==> config.mk <==
export PLATFORM = sky130hd
export DESIGN_NAME = spi_slave_if
export DESIGN_NICKNAME = d
export VERILOG_FILES = /design/src/rtl/spi_slave_if.sv
export SDC_FILE = /design/constraint.sdc
export NUM_CORES = 1
export LEC_CHECK = 0
export CORE_AREA = 2 2 62 64
export CTS_CLUSTER_SIZE = 24
export DETAILED_ROUTE_END_ITERATION = 12
export DIE_AREA = 0 0 64 66
export MAX_ROUTING_LAYER = met4
export PLACE_DENSITY = 0.77
export SYNTH_ARGS = -nofsm -noshare
export SYNTH_HDL_FRONTEND = slang
export SYNTH_SLANG_ARGS = --single-unit
==> constraint.sdc <==
create_clock -name clk -period 4.6 [get_ports clk]
set_clock_uncertainty 0.05 [all_clocks]
set_input_delay 0.92 -clock clk [delete_from_list [all_inputs] [get_ports clk]]
set_output_delay 0.92 -clock clk [all_outputs]
set_load 0.02 [all_outputs]
==> src/rtl/spi_slave_if.sv <==
// SPI slave front-end: deserialises {cmd, byte} command words from MOSI and returns RAM read data on MISO.
// Optional feature: define SPI_TX_TIMEOUT_EN to bound the read-data wait and raise a sticky tx_err.
module spi_slave_if #(
    parameter int unsigned DATA_W     = 10,
    parameter int unsigned TX_W       = 8,
    parameter int unsigned TX_TIMEOUT = 16
) (
    input  logic              clk,
    input  logic              rst,
    input  logic              SS_n,
    input  logic              MOSI,
    output logic              MISO,
    output logic [DATA_W-1:0] rx_data,
    output logic              rx_valid,
    input  logic [TX_W-1:0]   tx_data,
    input  logic              tx_valid,
    output logic              tx_err
);
    localparam int unsigned CNT_W = $clog2(DATA_W);
    localparam int unsigned TXC_W = $clog2(TX_W);

    if (TX_TIMEOUT == 0) begin : g_bad_timeout
        $error("spi_slave_if: TX_TIMEOUT must be at least 1");
    end

    typedef enum logic [2:0] {IDLE, CHK_CMD, WRITE, READ_ADD, READ_DATA} state_t;
    // Progress inside a data frame: receive, wait for RAM, shift out, hold for SS_n.
    typedef enum logic [1:0] {PH_RX, PH_WAIT, PH_SHIFT, PH_HOLD} phase_t;

    state_t             state_q, state_d;
    phase_t             phase_q, phase_d;
    logic [CNT_W-1:0]   bit_cnt_q, bit_cnt_d;
    logic [DATA_W-1:0]  shift_q, shift_d;
    logic [DATA_W-1:0]  rx_data_q, rx_data_d;
    logic               rx_valid_q, rx_valid_d;
    logic               rd_seen_q, rd_seen_d;
    logic [TX_W-1:0]    out_q, out_d;
    logic [TXC_W-1:0]   tx_cnt_q, tx_cnt_d;
    logic               miso_q, miso_d;
    logic [DATA_W-1:0]  in_word;

`ifdef SPI_TX_TIMEOUT_EN
    localparam int unsigned WAIT_W = $clog2(TX_TIMEOUT + 1);
    logic [WAIT_W-1:0]  wait_cnt_q, wait_cnt_d;
    logic               tx_err_q, tx_err_d;
`endif

    assign in_word = {shift_q[DATA_W-2:0], MOSI};

    always_comb begin
        state_d    = state_q;
        phase_d    = phase_q;
        bit_cnt_d  = bit_cnt_q;
        shift_d    = shift_q;
        rx_data_d  = rx_data_q;
        rx_valid_d = 1'b0;
        rd_seen_d  = rd_seen_q;
        out_d      = out_q;
        tx_cnt_d   = tx_cnt_q;
        miso_d     = 1'b0;
`ifdef SPI_TX_TIMEOUT_EN
        wait_cnt_d = wait_cnt_q;
        tx_err_d   = tx_err_q;
`endif
        if (SS_n) begin
            state_d   = IDLE;
            phase_d   = PH_RX;
            bit_cnt_d = '0;
        end else begin
            case (state_q)
                IDLE: state_d = CHK_CMD;
                CHK_CMD: begin
                    phase_d   = PH_RX;
                    bit_cnt_d = CNT_W'(DATA_W - 1);
                    if (!MOSI)          state_d = WRITE;
                    else if (rd_seen_q) state_d = READ_DATA;
                    else                state_d = READ_ADD;
                end
                default: begin
                    case (phase_q)
                        PH_RX: begin
                            shift_d = in_word;
                            if (bit_cnt_q == '0) begin
                                rx_data_d  = in_word;
                                rx_valid_d = 1'b1;
                                if (state_q == READ_ADD) rd_seen_d = 1'b1;
                                phase_d = (state_q == READ_DATA) ? PH_WAIT : PH_HOLD;
`ifdef SPI_TX_TIMEOUT_EN
                                wait_cnt_d = '0;
`endif
                            end else begin
                                bit_cnt_d = bit_cnt_q - CNT_W'(1);
                            end
                        end
                        PH_WAIT: begin
                            if (tx_valid) begin
                                miso_d   = tx_data[TX_W-1];
                                out_d    = {tx_data[TX_W-2:0], 1'b0};
                                tx_cnt_d = TXC_W'(TX_W - 1);
                                phase_d  = PH_SHIFT;
                            end
`ifdef SPI_TX_TIMEOUT_EN
                            // A timed-out read still spends TX_W cycles, shifting zeros.
                            else if (wait_cnt_q == WAIT_W'(TX_TIMEOUT - 1)) begin
                                tx_err_d = 1'b1;
                                out_d    = '0;
                                tx_cnt_d = TXC_W'(TX_W - 1);
                                phase_d  = PH_SHIFT;
                            end else begin
                                wait_cnt_d = wait_cnt_q + WAIT_W'(1);
                            end
`endif
                        end
                        PH_SHIFT: begin
                            if (tx_cnt_q != '0) begin
                                miso_d   = out_q[TX_W-1];
                                out_d    = {out_q[TX_W-2:0], 1'b0};
                                tx_cnt_d = tx_cnt_q - TXC_W'(1);
                            end else begin
                                rd_seen_d = 1'b0;
                                phase_d   = PH_HOLD;
                            end
                        end
                        default: ;
                    endcase
                end
            endcase
        end
    end

    always_ff @(posedge clk or posedge rst) begin
        if (rst) begin
            state_q    <= IDLE;
            phase_q    <= PH_RX;
            bit_cnt_q  <= '0;
            shift_q    <= '0;
            rx_data_q  <= '0;
            rx_valid_q <= 1'b0;
            rd_seen_q  <= 1'b0;
            out_q      <= '0;
            tx_cnt_q   <= '0;
            miso_q     <= 1'b0;
`ifdef SPI_TX_TIMEOUT_EN
            wait_cnt_q <= '0;
            tx_err_q   <= 1'b0;
`endif
        end else begin
            state_q    <= state_d;
            phase_q    <= phase_d;
            bit_cnt_q  <= bit_cnt_d;
            shift_q    <= shift_d;
            rx_data_q  <= rx_data_d;
            rx_valid_q <= rx_valid_d;
            rd_seen_q  <= rd_seen_d;
            out_q      <= out_d;
            tx_cnt_q   <= tx_cnt_d;
            miso_q     <= miso_d;
`ifdef SPI_TX_TIMEOUT_EN
            wait_cnt_q <= wait_cnt_d;
            tx_err_q   <= tx_err_d;
`endif
        end
    end

    assign MISO     = miso_q;
    assign rx_data  = rx_data_q;
    assign rx_valid = rx_valid_q;
`ifdef SPI_TX_TIMEOUT_EN
    assign tx_err   = tx_err_q;
`else
    assign tx_err   = 1'b0;
`endif

endmodule

==> qor.txt, run 1 <==
Max Slew Vio Count -> 0
io pins -> 26
WL per Instance -> 14.5 um
Vias/cell -> 5.44
Die Ht -> 66 um
clk root buf -> clkbuf_4
Post-CTS Resized -> 0
critical path launch point type -> register
grt ovf -> 0
Ant. Diodes -> 0
Mean Syn Cell Area -> 11.7 um^2
Sw Ratio -> 0.313
top cells by area, synth -> dfrtp_1 51%, mux2_4 6.8%, mux2_2 5.6%
hold slack final -> 471 ps
CTS Buf Count -> 5
met1 wire length -> 1.56 mm
routability cong. -> 0.744
setup repair after global routing missed its margin -> no
syn_nets -> 191
Starting Density -> 0.563
Worst slew margin -> 0.236
vias in the first global route -> 1332
Worst Slack Setup Final -> 1880 ps
internal power -> 877 uW
FF+latch count, synth -> 41
DR top layer -> met4
TritonRoute pass-1 iters -> 4
post-route insts no fill -> 244
Tcrit/Tclk final -> 0.592
clock power share -> 0.224
final instance area -> 2350 um^2
initial antenna violation count -> 0
max_cap viols -> 0
slew of the pin with the lowest slew margin -> 1140 ps
crit path cell chain -> inv_1 -> ha_1 -> mux2i_1 -> nor4_2 -> o21ai_0
post-route antenna net violation count -> 0
fmax -> 367 MHz
Total GRT Usage -> 0.197
Critical Path Slowest Stage Cell -> nor4_2
crit path DAT -> 2850 ps
Layout Nets -> 215
Clock Tree Buf Depth -> 2
area grow syn2layout -> 17.5%
Syn Inst Count -> 171
core footprint -> 3550 um^2
Detailed Route Iter0 Violations -> 72
first-pass GRT wire length -> 6.17 mm
Warnings, synthesis -> 0
DRC Markers -> 0
Sw Pwr -> 399 uW
largest net degree at the start of global routing -> 42
cell taking the most area after synthesis -> dfrtp_1
asr flop ratio synth -> 1.00
Die Wd -> 64 um
status -> completed
Worst path max stage delay -> 960 ps
Setup WS pre-CTS -> 1560 ps
Post-synth EDFFs -> 0
Crit Path Max Fanout -> 16
final hold vios -> 0
P_leak -> 0.00108 uW
final WL -> 3.55 mm
TNS Setup -> 0 ps
met2 routed WL -> 1.79 mm
Seq/Total Area, Yosys -> 0.513
clk sinks -> 41
layout cells sized above 1 -> 0.173
Synth Flop Type -> dfrtp_1
DIE AREA -> 4220 um^2
Setup Crit Path Kind -> reg2reg
CP required -> 4730 ps
row count -> 22
routed vias -> 1327
met3 routed WL -> 139 um
# hold bufs at CTS -> 0
Hold Crit Class -> reg2reg
clock latency on the worst-skew pair -> 350 ps
Crit. End Element -> register
Max H-tree Level -> 2
area of the mapped netlist -> 2000 um^2
PwrDens -> 543 nW/um^2
combinational power share -> 0.338
setup bufs post-CTS -> 0
clk slew on worst S/H paths -> 120 ps
Post-Place Cells -> 236
Seq pwr share -> 0.438
CTS tree -> yes
IO Port Bufs -> 24
share of the synthesized area in the top cell type -> 0.513
Unique masters post-synth -> 43
DP HPWL -> 2.55 mm
Tmin final -> 2720 ps
VDD IR max -> 0.254 mV
Cell Area, Placed -> 2250 um^2
flop-to-flop setup slack -> 1880 ps
Final setup viols -> 0
## cell usage after synthesis, types with 2 or more instances
cell type	n
nor4b_1	2
nor2_1	15
o21ai_0	3
mux2_2	10
mux2i_1	8
nand3b_1	2
dfrtp_1	41
nand4_1	2
a21oi_1	11
o31ai_1	2
nand2_1	8
nor3_1	5
nand2b_1	2
inv_1	11
mux2_4	9
buf_4	2
ha_1	7
a211oi_1	3
buf_6	3
and3_1	2
## cell families after synthesis
family                   count (synthesis)  share of synthesized area
AO/OA/AOI/OAI                           27                     0.0851
XOR/XNOR                                 2                    0.00876
adder cells (fa/ha/maj)                  7                     0.0438
buffers and inverters                   19                     0.0513
flip-flops                              41                      0.513
multiplexers                            27                      0.164
other                                    1                    0.00188
AND/OR/NAND/NOR                         47                      0.132
## sequential cells by signal (all words and copies together), names as in the netlist, 2 cells and up
name       count
state_q        3
phase_q        2
rx_data       10
tx_cnt_q       3
bit_cnt_q      4
out_q          7
shift_q        9
## worst max-delay path, delay by kind of cell (launching register included)
kind / cells / cell delay (ps)
AND/OR/NAND/NOR: 1 / 960
adder cells (fa/ha/maj): 1 / 630
buffers and inverters: 1 / 100
AO/OA/AOI/OAI: 1 / 200
flip-flops: 1 / 400
multiplexers: 1 / 220
## power groups by stage
stage,Sequential [uW],Combinational [uW],Clock [uW]
finish,559,431,285
global route,577,469,313
CTS,559,435,296
detailed placement,567,433,0
global placement,559,412,0
floorplan,591,268,0
## final cells by class
class | instances | area, um^2
Fill cell | 277 | 1200
Tap cell | 48 | 60.1
Sequential cell | 41 | 1030
Clock inverter | 3 | 65.1
Multi-Input combinational cell | 111 | 871
Timing Repair Buffer | 25 | 248
Inverter | 11 | 41.3
Clock buffer | 5 | 37.5
## per-layer routing
metal | GRT usage | vias up
met4 | 0.0652 | 0
met1 | 0.232 | 648
met2 | 0.332 | 33
met3 | 0.0511 | 8
met5 | - | -
li1 | - | 638
## final timing paths
| check | startpoint | endpoint | depth (start not counted) |
|---|---|---|---|
| worst max-delay path | phase_q[0]$_DFFE_PP0P_ | out_q[1]$_DFFE_PP0P_ | 5 |
| worst min-delay path | shift_q[8]$_DFFE_PP0P_ | shift_q[8]$_DFFE_PP0P_ | 1 |
| worst max register to register | phase_q[0]$_DFFE_PP0P_ | out_q[1]$_DFFE_PP0P_ | 5 |
| worst min register to register | shift_q[8]$_DFFE_PP0P_ | shift_q[8]$_DFFE_PP0P_ | 1 |
| max in group asynchronous | rst | MISO$_DFF_PP0_ | 3 |
| min in group asynchronous | rst | rx_data[0]$_DFFE_PP0P_ | 3 |
## cell usage in the layout, fill, tap and decap left out, types with 2 or more instances in the layout
cell	netlist	routed
a211oi_1	3	3
a21oi_1	11	11
and3_1	2	2
bufinv_16	0	2
clkbuf_4	0	5
clkdlybuf4s50_1	0	24
dfrtp_1	41	41
ha_1	7	7
inv_1	11	11
mux2_2	10	10
mux2_4	9	9
mux2i_1	8	8
nand2_1	8	8
nand2b_1	2	2
nand3b_1	2	2
nand4_1	2	2
nor2_1	15	15
nor3_1	5	5
nor4b_1	2	2
o21ai_0	3	3
o31ai_1	2	2
## through the flow
| step | total power (uW) | utilization |
|---|---|---|
| 6_report | 1280 | 0.661 |
| 5_1_grt | 1360 | 0.661 |
| 4_1_cts | 1290 | 0.661 |
| 3_5_place_dp | 1000 | 0.632 |
| 3_3_place_gp | 971 | 0.632 |
| 2_1_floorplan | 859 | - |
Power figures use the tool's default switching activity.
==> run 2, diff against run 1 <==
==> config.mk (replaced) <==
export PLATFORM = sky130hd
export DESIGN_NAME = spi_slave_if
export DESIGN_NICKNAME = d
export VERILOG_FILES = /design/src/rtl/spi_slave_if.sv
export SDC_FILE = /design/constraint.sdc
export NUM_CORES = 1
export LEC_CHECK = 0
export CORE_AREA = 2 2 67 69
export CTS_CLUSTER_SIZE = 24
export DETAILED_ROUTE_END_ITERATION = 12
export DIE_AREA = 0 0 69 71
export MAX_ROUTING_LAYER = met4
export PLACE_DENSITY = 0.7
export SYNTH_ARGS = -nofsm -noshare
export SYNTH_HDL_FRONTEND = slang
export SYNTH_SLANG_ARGS = --single-unit
==> constraint.sdc (replaced) <==
create_clock -name clk -period 2.3 [get_ports clk]
set_clock_uncertainty 0.05 [all_clocks]
set_input_delay 0.46 -clock clk [delete_from_list [all_inputs] [get_ports clk]]
set_output_delay 0.46 -clock clk [all_outputs]
set_load 0.02 [all_outputs]
==> run 2 against run 1 <==
Compared with the run above: non-clock buffer count rose by 4; fmax increased by 32%; flip-flop and latch count stayed put; register-to-register slack worse by 1600 ps; global-route usage decreased by 3.1 points; combinational power rose by 100%; critical path type unchanged; largest cell class unchanged.
==> qor.txt, run 2 (synthesized netlist as in run 1, its figures left out) <==
status -> completed
WHS Endpoint -> rx_data[8]$_DFFE_PP0P_
Post-CTS Resized -> 0
clock power share -> 0.190
Clock Tree Buf Depth -> 2
layout cells sized above 1 -> 0.190
clk sinks -> 41
# hold bufs at CTS -> 0
Hold Crit Class -> reg2reg
slew of the pin with the lowest slew margin -> 510 ps
worst-case reg-to-reg path depth -> 6
Die Ht -> 71 um
number of flip-flops under the largest register name -> 10
r2r endpoint -> phase_q[0]$_DFFE_PP0P_
Tcrit/Tclk final -> 0.894
most frequent cells in the layout -> 41 x dfrtp_1, 24 x clkdlybuf4s50_1, 15 x nor2_1
largest net degree at the start of global routing -> 42
TNS Setup -> 0 ps
final hold vios -> 0
DRC Markers -> 0
Tmin final -> 2060 ps
flop-to-flop setup slack -> 240 ps
Seq pwr share -> 0.458
Layout Nets -> 219
reg-to-reg startpoint -> bit_cnt_q[0]$_DFFE_PP0P_
setup bufs post-CTS -> 0
CP required -> 2450 ps
initial antenna violation count -> 0
Die Wd -> 69 um
core footprint -> 4200 um^2
Crit Path Max Fanout -> 5
commonest non-fill, non-tap cell in the layout -> dfrtp_1
Sw Ratio -> 0.331
Ant. Diodes -> 0
P_leak -> 0.00109 uW
Total GRT Usage -> 0.166
first-pass GRT wire length -> 6.18 mm
CP bufs+invs -> 1
io pins -> 26
internal power -> 1640 uW
area grow syn2layout -> 18.6%
Final setup viols -> 0
Max Slew Vio Count -> 0
post-route antenna net violation count -> 0
routed vias -> 1365
routability cong. -> 0.788
IO Port Bufs -> 24
Worst path max stage delay -> 510 ps
grt ovf -> 0
Setup Crit Path Kind -> reg2reg
hold slack final -> 465 ps
Vias/cell -> 5.42
final WL -> 3.52 mm
Hold Path Stages -> 1
Design Power -> 2450 uW
clk root buf -> clkbuf_8
Critical Path Slowest Stage Cell -> or3b_2
crit path cell chain -> inv_1 -> ha_1 -> or3b_2 -> a22oi_1 -> nand2_1 -> o31ai_1
TritonRoute pass-1 iters -> 4
CTS tree -> yes
VDD IR max -> 0.403 mV
DIE AREA -> 4900 um^2
vias in the first global route -> 1341
Hold Startpoint -> rx_data[8]$_DFFE_PP0P_
CTS Buf Count -> 5
setup repair after global routing missed its margin -> no
WL per Instance -> 14.0 um
Max H-tree Level -> 2
clock latency on the worst-skew pair -> 290 ps
Starting Density -> 0.476
Worst slew margin -> 0.660
Top delay family on crit path -> simple AND/OR/NAND/NOR gates
row count -> 24
combinational power share -> 0.352
Crit. End Element -> register
PwrDens -> 1040 nW/um^2
max_cap viols -> 0
Detailed Route Iter0 Violations -> 111
clk slew on worst S/H paths -> 80 ps
crit path DAT -> 2200 ps
critical path launch point type -> register
fmax -> 486 MHz
Sw Pwr -> 812 uW
DP HPWL -> 2.57 mm
run 2: changes by cell type in the layout (fill, tap and decap cells not counted):
cell,change
bufinv_16,-2
clkbuf_8,+5
clkbuf_4,-5
clkinvlp_4,+1
buf_4,+4
inv_6,+1
run 2: worst max-delay path by stage:
stage / start / depth (start not counted) / slack [ps] / endpoint
global placement: SS_n / 4 / 320 / rx_data[2]$_DFFE_PP0P_
floorplan: bit_cnt_q[0]$_DFFE_PP0P_ / 6 / 350 / rx_data[0]$_DFFE_PP0P_
CTS: bit_cnt_q[0]$_DFFE_PP0P_ / 6 / 230 / phase_q[0]$_DFFE_PP0P_
finish: bit_cnt_q[0]$_DFFE_PP0P_ / 6 / 240 / phase_q[0]$_DFFE_PP0P_
global route: bit_cnt_q[0]$_DFFE_PP0P_ / 6 / 80 / phase_q[0]$_DFFE_PP0P_
detailed placement: bit_cnt_q[0]$_DFFE_PP0P_ / 6 / 250 / phase_q[0]$_DFFE_PP0P_
run 2: worst reg2reg max path: stages, from the launching register on:
cell and delay [ps]:
dfrtp_1 410, inv_1 130, ha_1 150, or3b_2 510
a22oi_1 370, nand2_1 120, o31ai_1 220
run 2: per-stage QoR:
step / worst slack (ps) / util / cell area, um^2 / cells
after floorplan: 354 / - / 2000 / 171
after CTS: 231 / 0.564 / 2370 / 252
after global routing: 78.8 / 0.564 / 2370 / 252
after detailed placement: 249 / 0.543 / 2280 / 244
final: 243 / 0.564 / 2370 / 252
after global placement: 316 / 0.543 / 2280 / 244
run 2: power by group through the flow:
stage	clock, uW	combinational [uW]	sequential (uW)
final	467	863	1120
after global routing	523	945	1160
after CTS	490	875	1130
after detailed placement	0	872	1140
after global placement	0	841	1120
after floorplan	0	536	1180
run 2: metal layers:
metal / global-route usage / share of wire / vias up
met2: 0.278 / 0.52 / 29
met4: 0.0719 / 0.018 / 0
li1: - / - / 653
met5: - / 0 / -
met3: 0.0442 / 0.040 / 4
met1: 0.189 / 0.42 / 679
run 2: area by class of cell:
| cell class | count | area [um^2] |
|---|---|---|
| clock buffer | 5 | 68.8 |
| timing repair buffer | 29 | 278 |
| fill | 372 | 1830 |
| inverter | 11 | 41.3 |
| tap | 52 | 65.1 |
| multi-input combinational | 111 | 871 |
| sequential | 41 | 1030 |
| clock inverter | 3 | 21.3 |
==> run 3, diff against run 2 <==
--- a/config.mk
+++ b/config.mk
@@ -9,8 +9,10 @@
 export CTS_CLUSTER_SIZE = 24
 export DETAILED_ROUTE_END_ITERATION = 12
 export DIE_AREA = 0 0 69 71
+export GPL_TIMING_DRIVEN = 0
 export MAX_ROUTING_LAYER = met4
 export PLACE_DENSITY = 0.7
+export RECOVER_POWER = 100
 export SYNTH_ARGS = -nofsm -noshare
 export SYNTH_HDL_FRONTEND = slang
 export SYNTH_SLANG_ARGS = --single-unit
==> run 3 against run 2 <==
Compared with the run above: the run now ends with max-capacitance violations left; sequential power hardly changed; largest power group unchanged; cell area is 0.16% lower; sequential share of layout area is 0.069 points higher; worst setup slack worse by 67 ps; hold slack worse by 23 ps.
==> qor.txt, run 3 (synthesized netlist as in run 1, its figures left out) <==
r2r endpoint -> rx_data[3]$_DFFE_PP0P_
TNS Setup -> 0 ps
CP bufs+invs -> 2
io pins -> 26
slew of the pin with the lowest slew margin -> 1490 ps
number of flip-flops under the largest register name -> 10
final WL -> 3.60 mm
worst-case reg-to-reg path depth -> 6
Vias/cell -> 5.30
DRC Markers -> 0
DP HPWL -> 2.62 mm
Worst path max stage delay -> 510 ps
clk sinks -> 41
Max H-tree Level -> 2
Hold Crit Class -> reg2reg
status -> complete, but fails checks
routed vias -> 1352
initial antenna violation count -> 0
# hold bufs at CTS -> 0
area grow syn2layout -> 18.4%
Tcrit/Tclk final -> 0.923
WL per Instance -> 14.1 um
setup repair after global routing missed its margin -> no
clk root buf -> clkbuf_8
Tmin final -> 2120 ps
Max Slew Vio Count -> 0
final instance area -> 2370 um^2
Cell Area, Placed -> 2300 um^2
Clock Tree Buf Depth -> 2
failing checks -> max-capacitance violations
crit path DAT -> 2250 ps
layout cells sized above 1 -> 0.133
Crit. End Element -> register
CP required -> 2430 ps
post-route insts no fill -> 255
Worst slew margin -> 0.00412
P_leak -> 0.00110 uW
PwrDens -> 1050 nW/um^2
Setup Crit Path Kind -> reg2reg
commonest non-fill, non-tap cell in the layout -> dfrtp_1
Total GRT Usage -> 0.167
Layout Nets -> 222
Hold Startpoint -> rx_data[5]$_DFFE_PP0P_
routability cong. -> 0.808
Design Power -> 2480 uW
Die Ht -> 71 um
most frequent cells in the layout -> 41 x dfrtp_1, 15 x nor2_1, 12 x clkdlybuf4s50_1, 12 x dlygate4sd3_1
reg-to-reg startpoint -> bit_cnt_q[0]$_DFFE_PP0P_
Detailed Route Iter0 Violations -> 51
largest net degree at the start of global routing -> 42
clock latency on the worst-skew pair -> 290 ps
Ant. Diodes -> 0
first-pass GRT wire length -> 6.39 mm
Critical Path Slowest Stage Cell -> or3b_2
flop-to-flop setup slack -> 180 ps
Post-Place Cells -> 247
row count -> 24
core footprint -> 4200 um^2
DIE AREA -> 4900 um^2
Starting Density -> 0.476
post-route antenna net violation count -> 0
Post-CTS Resized -> 0
grt ovf -> 0
vias in the first global route -> 1445
Top delay family on crit path -> simple AND/OR/NAND/NOR gates
WHS Endpoint -> rx_data[5]$_DFFE_PP0P_
TritonRoute pass-1 iters -> 4
CTS tree -> yes
Crit Path Max Fanout -> 10
clk slew on worst S/H paths -> 80 ps
setup bufs post-CTS -> 0
Die Wd -> 69 um
Final setup viols -> 0
fill cell count -> 377
Hold Path Stages -> 1
max_cap viols -> 1
critical path launch point type -> register
fmax -> 471 MHz
IO Port Bufs -> 24
VDD IR max -> 0.386 mV
final hold vios -> 0
crit path cell chain -> inv_1 -> ha_1 -> or3b_2 -> or2_0 -> buf_6 -> mux2_1
CTS Buf Count -> 5
## run 3: report_power, final
part / switching (uW) / leakage, uW / internal, uW
combinational: 396 / 0.000521 / 388
clock: 250 / 0.0000554 / 326
sequential: 155 / 0.000523 / 962
total: 801 / 0.00110 / 1670
## run 3: worst register-to-register path: cells and delay by family, from the launching register on
kind,cells,cell delay (ps)
AND/OR/NAND/NOR,2,780
adder cells (fa/ha/maj),1,160
buffers and inverters,2,300
multiplexers,1,330
flip-flops,1,410
## run 3: worst max path at each step
stage          slack, ps                     end  cells past startpoint                     start
2_1_floorplan        350  rx_data[0]$_DFFE_PP0P_                      6  bit_cnt_q[0]$_DFFE_PP0P_
3_3_place_gp         -80    out_q[7]$_DFFE_PP0P_                      6                      SS_n
3_5_place_dp        -100    out_q[2]$_DFFE_PP0P_                      6                      SS_n
4_1_cts              190    out_q[2]$_DFFE_PP0P_                      7    phase_q[0]$_DFFE_PP0P_
5_1_grt               30    out_q[2]$_DFFE_PP0P_                      7    phase_q[0]$_DFFE_PP0P_
6_report             180  rx_data[3]$_DFFE_PP0P_                      6  bit_cnt_q[0]$_DFFE_PP0P_
## run 3: layout make-up
type / instances / area [um^2] / area share
plain buffers: 8 / 61.3 / 0.0259
clock buffers: 6 / 72.6 / 0.0307
clock inverters: 2 / 38.8 / 0.0164
inverters: 11 / 41.3 / 0.0174
multi-input cells: 111 / 822 / 0.347
flip-flops and latches: 41 / 1030 / 0.433
well taps: 52 / 65.1 / 0.0275
repair buffers: 24 / 240 / 0.101
## run 3: per-stage QoR
stage,hold WS (ps),utilization,setup WS [ps]
after floorplan,426,-,354
after global placement,439,0.548,-81.1
after detailed placement,448,0.548,-95.4
after CTS,471,0.575,187
after global routing,488,0.563,30.5
final,442,0.563,176
## run 3: per-layer routing
layer	GRT usage	wire [um]	up-vias
li1	-	-	655
met1	0.174	1480	657
met2	0.296	1920	34
met3	0.0470	137	6
met4	0.0719	63	0
met5	-	0	-
